[src/rtl/debounce_edge.sv]
// Debounce stage for an already-synchronized button/switch level.
// Outputs a clean level, one-cycle rise/fall pulses and a wrapping press counter.
module debounce_edge #(
    parameter int STABLE_CYCLES = 4,
    parameter int TIMER_W       = 3,
    parameter int CNT_W         = 4
) (
    input  logic             clk,
    input  logic             rst,
    input  logic             inp,
    output logic             level,
    output logic             rise,
    output logic             fall,
    output logic [CNT_W-1:0] count,
    output logic [1:0]       dbg_state
);

    typedef enum logic [1:0] {
        IDLE_LOW  = 2'd0,
        WAIT_HIGH = 2'd1,
        IDLE_HIGH = 2'd2,
        WAIT_LOW  = 2'd3
    } state_t;

    localparam logic [TIMER_W-1:0] LP_ONE  = TIMER_W'(1);
    localparam logic [TIMER_W-1:0] LP_LAST = TIMER_W'(STABLE_CYCLES - 1);

    // Handshake: none; inp is a free-running level, outputs are registered strobes/levels.
    state_t             r_state;
    logic [TIMER_W-1:0] r_timer;
    logic               r_level;
    logic               r_rise;
    logic               r_fall;
    logic [CNT_W-1:0]   r_count;

    state_t             w_state_nxt;
    logic [TIMER_W-1:0] w_timer_nxt;
    logic               w_rise_nxt;
    logic               w_fall_nxt;

    // r_timer holds the number of consecutive new-level samples already seen.
    always_comb begin
        w_state_nxt = r_state;
        w_timer_nxt = r_timer;
        w_rise_nxt  = 1'b0;
        w_fall_nxt  = 1'b0;
        case (r_state)
            IDLE_LOW: begin
                if (inp) begin
                    if (STABLE_CYCLES == 1) begin
                        w_state_nxt = IDLE_HIGH;
                        w_timer_nxt = '0;
                        w_rise_nxt  = 1'b1;
                    end else begin
                        w_state_nxt = WAIT_HIGH;
                        w_timer_nxt = LP_ONE;
                    end
                end
            end
            WAIT_HIGH: begin
                if (!inp) begin
                    w_state_nxt = IDLE_LOW;
                    w_timer_nxt = '0;
                end else if (r_timer == LP_LAST) begin
                    w_state_nxt = IDLE_HIGH;
                    w_timer_nxt = '0;
                    w_rise_nxt  = 1'b1;
                end else begin
                    w_timer_nxt = r_timer + LP_ONE;
                end
            end
            IDLE_HIGH: begin
                if (!inp) begin
                    if (STABLE_CYCLES == 1) begin
                        w_state_nxt = IDLE_LOW;
                        w_timer_nxt = '0;
                        w_fall_nxt  = 1'b1;
                    end else begin
                        w_state_nxt = WAIT_LOW;
                        w_timer_nxt = LP_ONE;
                    end
                end
            end
            WAIT_LOW: begin
                if (inp) begin
                    w_state_nxt = IDLE_HIGH;
                    w_timer_nxt = '0;
                end else if (r_timer == LP_LAST) begin
                    w_state_nxt = IDLE_LOW;
                    w_timer_nxt = '0;
                    w_fall_nxt  = 1'b1;
                end else begin
                    w_timer_nxt = r_timer + LP_ONE;
                end
            end
            default: begin
                w_state_nxt = IDLE_LOW;
                w_timer_nxt = '0;
            end
        endcase
    end

    always_ff @(posedge clk) begin
        if (rst) begin
            r_state <= IDLE_LOW;
            r_timer <= '0;
            r_level <= 1'b0;
            r_rise  <= 1'b0;
            r_fall  <= 1'b0;
            r_count <= '0;
        end else begin
            r_state <= w_state_nxt;
            r_timer <= w_timer_nxt;
            r_level <= (w_state_nxt == IDLE_HIGH) || (w_state_nxt == WAIT_LOW);
            r_rise  <= w_rise_nxt;
            r_fall  <= w_fall_nxt;
            if (w_rise_nxt) begin
                r_count <= r_count + CNT_W'(1);
            end
        end
    end

    assign level     = r_level;
    assign rise      = r_rise;
    assign fall      = r_fall;
    assign count     = r_count;
    assign dbg_state = r_state;

endmodule
[config.mk]
export PLATFORM = sky130hd
export DESIGN_NAME = debounce_edge
export DESIGN_NICKNAME = d
export VERILOG_FILES = /design/src/rtl/debounce_edge.sv
export SDC_FILE = /design/constraint.sdc
export NUM_CORES = 1
export LEC_CHECK = 0
export CORE_AREA = 2 2 39 41
export DETAILED_ROUTE_END_ITERATION = 10
export DIE_AREA = 0 0 41 43
export SYNTH_ARGS = -nofsm -noshare
export SYNTH_HDL_FRONTEND = slang
export SYNTH_SLANG_ARGS = --single-unit
[constraint.sdc]
create_clock -name clk -period 4 [get_ports clk]
set_input_delay 0.8 -clock clk [delete_from_list [all_inputs] [get_ports clk]]
set_output_delay 0.8 -clock clk [all_outputs]
set_load 0.03 [all_outputs]
# Yosys cells after proc, flatten, opt, wreduce, memory -nomap -nowiden

Index checks and enable logic that the tools add are counted.

Flip-flop bits (word level): 12
Input port bits: 3
Output and inout port bits: 9

Bitwise gates (word level): 1
Reduce and logical (&&, ||, !) cells: 4
Add/sub/neg operators: 2
Equal/unequal tests: 8
Multiplexer cells: 16

Operator list:

| operator              | number |
|---|---|
| $mux W3               | 5 |
| $mux W2               | 6 |
| $pmux W3 S4           | 1 |
| $eq A2 B2 Y1 const B  | 4 |
| $pmux W2 S4           | 1 |
| $add A4 B1 Y4 const B | 1 |
| $ne A2 B2 Y1 const B  | 2 |
| $add A3 B1 Y3 const B | 1 |
| $eq A3 B2 Y1 const B  | 1 |
| $mux W1               | 3 |
| $reduce_or A3 Y1      | 1 |
| $eq A2 B1 Y1 const B  | 1 |
| $logic_not A2 Y1      | 1 |
| $reduce_and A2 Y1     | 1 |
| $logic_or A1 B1 Y1    | 1 |
| $not A1 Y1            | 1 |

# Logic depth before layout (Yosys ltp)

Depth in word-level cells: 6
Gate-level depth with buffers: 5
Depth with buffers taken out: 4

# Worst setup path before layout

OpenSTA, ideal clock, no wires.

Path type: input port to flip-flop
From: input port inp
To: register r_timer[2]
Buffers on the path: 0
Cell stages on the path: 3
Required time: 3.920 ns
Data arrival time: 1.568 ns
Setup time: 0.080 ns
Slack: 2.352 ns
Path through: xor2_1 -> mux2_2 -> nor3b_1

Word-level cells in the longest chain between the ends: 2

RTL lines:

| what                                                    | RTL line | text |
|---|---|---|
| start: declaration                                      | 10       | `input logic inp,` |
| $mux W3 (tied with other cells)                         | 85       | `if (inp) begin` |
| $pmux W3 S4 / $reduce_and A2 Y1 (equally long branches) | --       |  |
| end signal: assignment                                  | 113      | `r_timer <= w_timer_nxt;` |
| end: declaration                                        | 30       | `logic [TIMER_W-1:0] r_timer;` |

Several ways; a longest one is shown, not always the timed one.
A chain may end at the register's enable or synchronous reset.

# Final worst setup path

From: register r_state[1], in the netlist dbg_state[1]
To: output port dbg_state[1]

RTL lines:

| what                     | RTL line | text |
|---|---|---|
| start: declaration       | 29       | `state_t r_state;` |
| start signal: assignment | 112      | `r_state <= w_state_nxt;` |
| end: declaration         | 15       | `output logic [1:0] dbg_state` |

No word-level cell between the ends.

==> summary.txt <==
Clock tree
  • Number of post-CTS setup repair buffers: 0
  • Post-CTS Resized: 0
  • Clock tree sinks: 12
  • Cts bufs inserted: 3
  • CTS tree: built
  • Clk buf depth: 2
  • Worst-Skew Late Latency: around 0.27 ns
  • H-tree depth: 1
  • Worst-path clk slew: around 0.070 ns
  • CTS root buf: clkbuf_4
  • Hold buffers post-CTS: 0

Placed design
  • Global placement routability congestion: between 0.6 and 0.7
  • Total placed cells including tap cells: 75
  • Placed Area: slightly above 600 µm²
  • Detail Placement HPWL: roughly 630 µm
  • Port Buffers: 11

Route
  • Final wirelength: 889 µm
  • DR WL/cell: around 11 µm
  • Post-DRT Antenna Nets: 0
  • First drt pass iteration count: 4
  • Drt initial violations: 5
  • DRC violations left: 0
  • Via/cell ratio: 4.99
  • Via Count: ~400

Yosys
  • Mean Syn Cell Area: approximately 10 µm²
  • Post-synth top area cell: dfxtp_1
  • Post-synth cell types: 26
  • Top post-synthesis cells by area: dfxtp_1, ha_1, a21oi_1, mux2i_1, nor2_1
  • Sequential area share after synthesis: about 48%
  • Mapped Area: approximately 500 µm²
  • Synth Warn #: 0
  • Syn Inst Count: 50
  • Post-synth top area share: between 40% and 50%
  • Synthesized flop and latch total: 12
  • Syn nets: 55

Timing
  • Tmin final: roughly 2.2 ns
  • Final Max Tran Viols: 0
  • Hold Vio Cnt, Final: 0
  • Maximum clock frequency: approximately 450 MHz
  • RSZ-0062 raised after global routing: false
  • Final Setup Violations: 0
  • Layout Skew: 0.00597 ns
  • Worst-Margin Slew: about 0.44 ns
  • Worst slew margin: between 70% and 80%
  • Final setup TNS: 0 ns
  • Period utilization: 55.0%

Min path
  • Worst Hold Launch: r_timer[0]
  • Hold Crit Class: reg -> reg

Power
  • P per Cell Area: between 300 and 400 mW/mm²
  • Net Sw Frac: 21.7%
  • Peak VDD IR: ~0.17 mV
  • Leakage Power: around 0.00024 µW
  • Clock power share: approximately two fifths
  • Power Total: about 230 µW
  • Design internal power: about 180 µW
  • Logic pwr share: under 10%
  • Sequential power share: a little over half
  • Net switching power: around 50 µW

Setup path
  • Arr. time, crit path: 1.40 ns
  • Setup CP Type: reg -> out
  • Required time worst endpoint: between 3 and 4 ns
  • CP bufs+invs: 1
  • Critical Path Fanout Max: 6
  • Worst R2R Start: r_timer[0]
  • Max incr delay on CP: 0.71 ns
  • Worst path slowest cell: clkdlybuf4s50_1
  • CP startpoint: dbg_state[1]
  • Crit path launch type: flip-flop
  • Worst setup EP type: primary output
  • CP Cell Sequence: clkdlybuf4s50_1
  • Crit path max-delay family: buffers and inverters

Run
  • MaxCap Viol Count: 0

Global routing
  • First-pass GRT wire length: between 1 and 1.5 mm
  • Largest net degree at the start of global routing: 14
  • Initial antenna violation count: 0
  • Vias in the first global route: 332
  • Gr ovfl total: 0
  • Total GRT Usage: between 10% and 20%

Floorplan
  • IO Count: 12
  • Core area: 0.00138 mm²
  • Die height: ~43 µm
  • Die Width: 41 µm
  • Die area: 0.00176 mm²
  • FP Rows: 14
  • Initial Utilization: a little over a third

Final layout
  • Ant. Diodes: 0
  • Area taken by multi-input logic gates: 245 µm²
  • Layout Nets: just under 70
  • Layout Cells excl Fill: slightly below 80
  • Share of layout cells above drive strength 1: 9.52%
  • Area Growth Syn to Fin: 31.7%
  • Final instance area: 656 µm²
  • FF/Latch Area: about 240 µm²
  • Fill cells: roughly 140
  • Fin util: 47.4%

Status
  • Run status: completed
layout make-up:
class,instances,share of cell area (%)
Multi-Input combinational cell,35,37.4
Tap cell,16,3.05
Timing Repair Buffer,11,16.8
Inverter,1,0.573
Sequential cell,12,36.6
Clock buffer,4,5.53
routing by layer:
layer | global-route usage [%] | wire length [µm] | share of wire (%) | up-vias
met3 | 3.14 | 22 | 2.5 | 4
met5 | 0 | 0 | 0 | -
li1 | - | - | - | 210
met2 | 15.6 | 360 | 40 | 7
met1 | 18.0 | 465 | 52 | 173
met4 | 12.0 | 40 | 4.5 | 0
cell families (layout without fill, tap and decap cells):
logic type | count (synthesis) | in the layout | share of synthesized area [%]
AOI/OAI and AO/OA | 9 | 9 | 10.8
xor gates and xnor gates | 1 | 1 | 1.76
adders and majority gates | 2 | 2 | 5.02
buffers and inverters | 3 | 16 | 2.51
DFF | 12 | 12 | 48.2
muxes | 3 | 3 | 6.28
and+or+nand+nor | 20 | 20 | 25.4
worst reg2reg max path: stages (launching register included):
cell and delay (ns):
dfxtp_1 0.36, ha_1 0.19, nand3b_1 0.28, or4_1 0.59, a21oi_1 0.14
synth_stat cells:
master,number
inv_1,1
nand2b_1,2
or2b_1,1
buf_2,1
nand2b_4,1
xor2_1,1
nand2_1,1
nand3b_1,2
nor4b_1,1
or3_1,2
or4_1,1
mux2_2,1
a21oi_1,4
mux2i_1,2
a211oi_1,1
o31ai_1,1
o21ai_0,2
nor3_1,1
clkbuf_1,1
nor3b_1,1
ha_1,2
nand3_1,1
dfxtp_1,12
or3b_1,1
o2111ai_1,1
nor2_1,5
placed cells by master, fill, tap and decap left out, drive strengths merged, types with 2 or more instances in the layout:
cell           netlist  final
nor2                 5      5
nand3b               2      2
a21oi                4      4
dfxtp               12     12
mux2i                2      2
clkbuf               1      4
or3                  2      2
nand2b               3      3
o21ai                2      2
ha                   2      2
clkdlybuf4s50        0     11
metrics by stage:
stage / hold slack [ns] / setup slack [ns]
after global placement: 0.466 / 1.66
after CTS: 0.483 / 1.79
final: 0.478 / 1.80
after floorplan: 0.443 / 2.35
after detailed placement: 0.472 / 1.62
after global routing: 0.500 / 1.75
power by group through the flow:
| stage | Clock [µW] | Combinational, µW | Sequential, µW |
|---|---|---|---|
| floorplan | 0 | 6.88 | 126 |
| global placement | 0 | 13.4 | 125 |
| detailed placement | 0 | 13.3 | 125 |
| CTS | 101 | 13.3 | 123 |
| global route | 106 | 14.7 | 123 |
| finish | 97.1 | 13.2 | 123 |
registers in the layout, indices dropped and copies added, names as in the netlist:
name and cells:
rise 1, fall 1, r_timer 3, level 1, dbg_state 2, count 4
final timing paths:
kind / depth (start not counted) / slack (ns) / to
min reg2reg: 1 / 0.48 / r_timer[0]
min: 1 / 0.48 / r_timer[0]
max reg2reg: 4 / 2.37 / count[3]
max: 1 / 1.80 / dbg_state[1]
(Power assumes the default switching activity.)
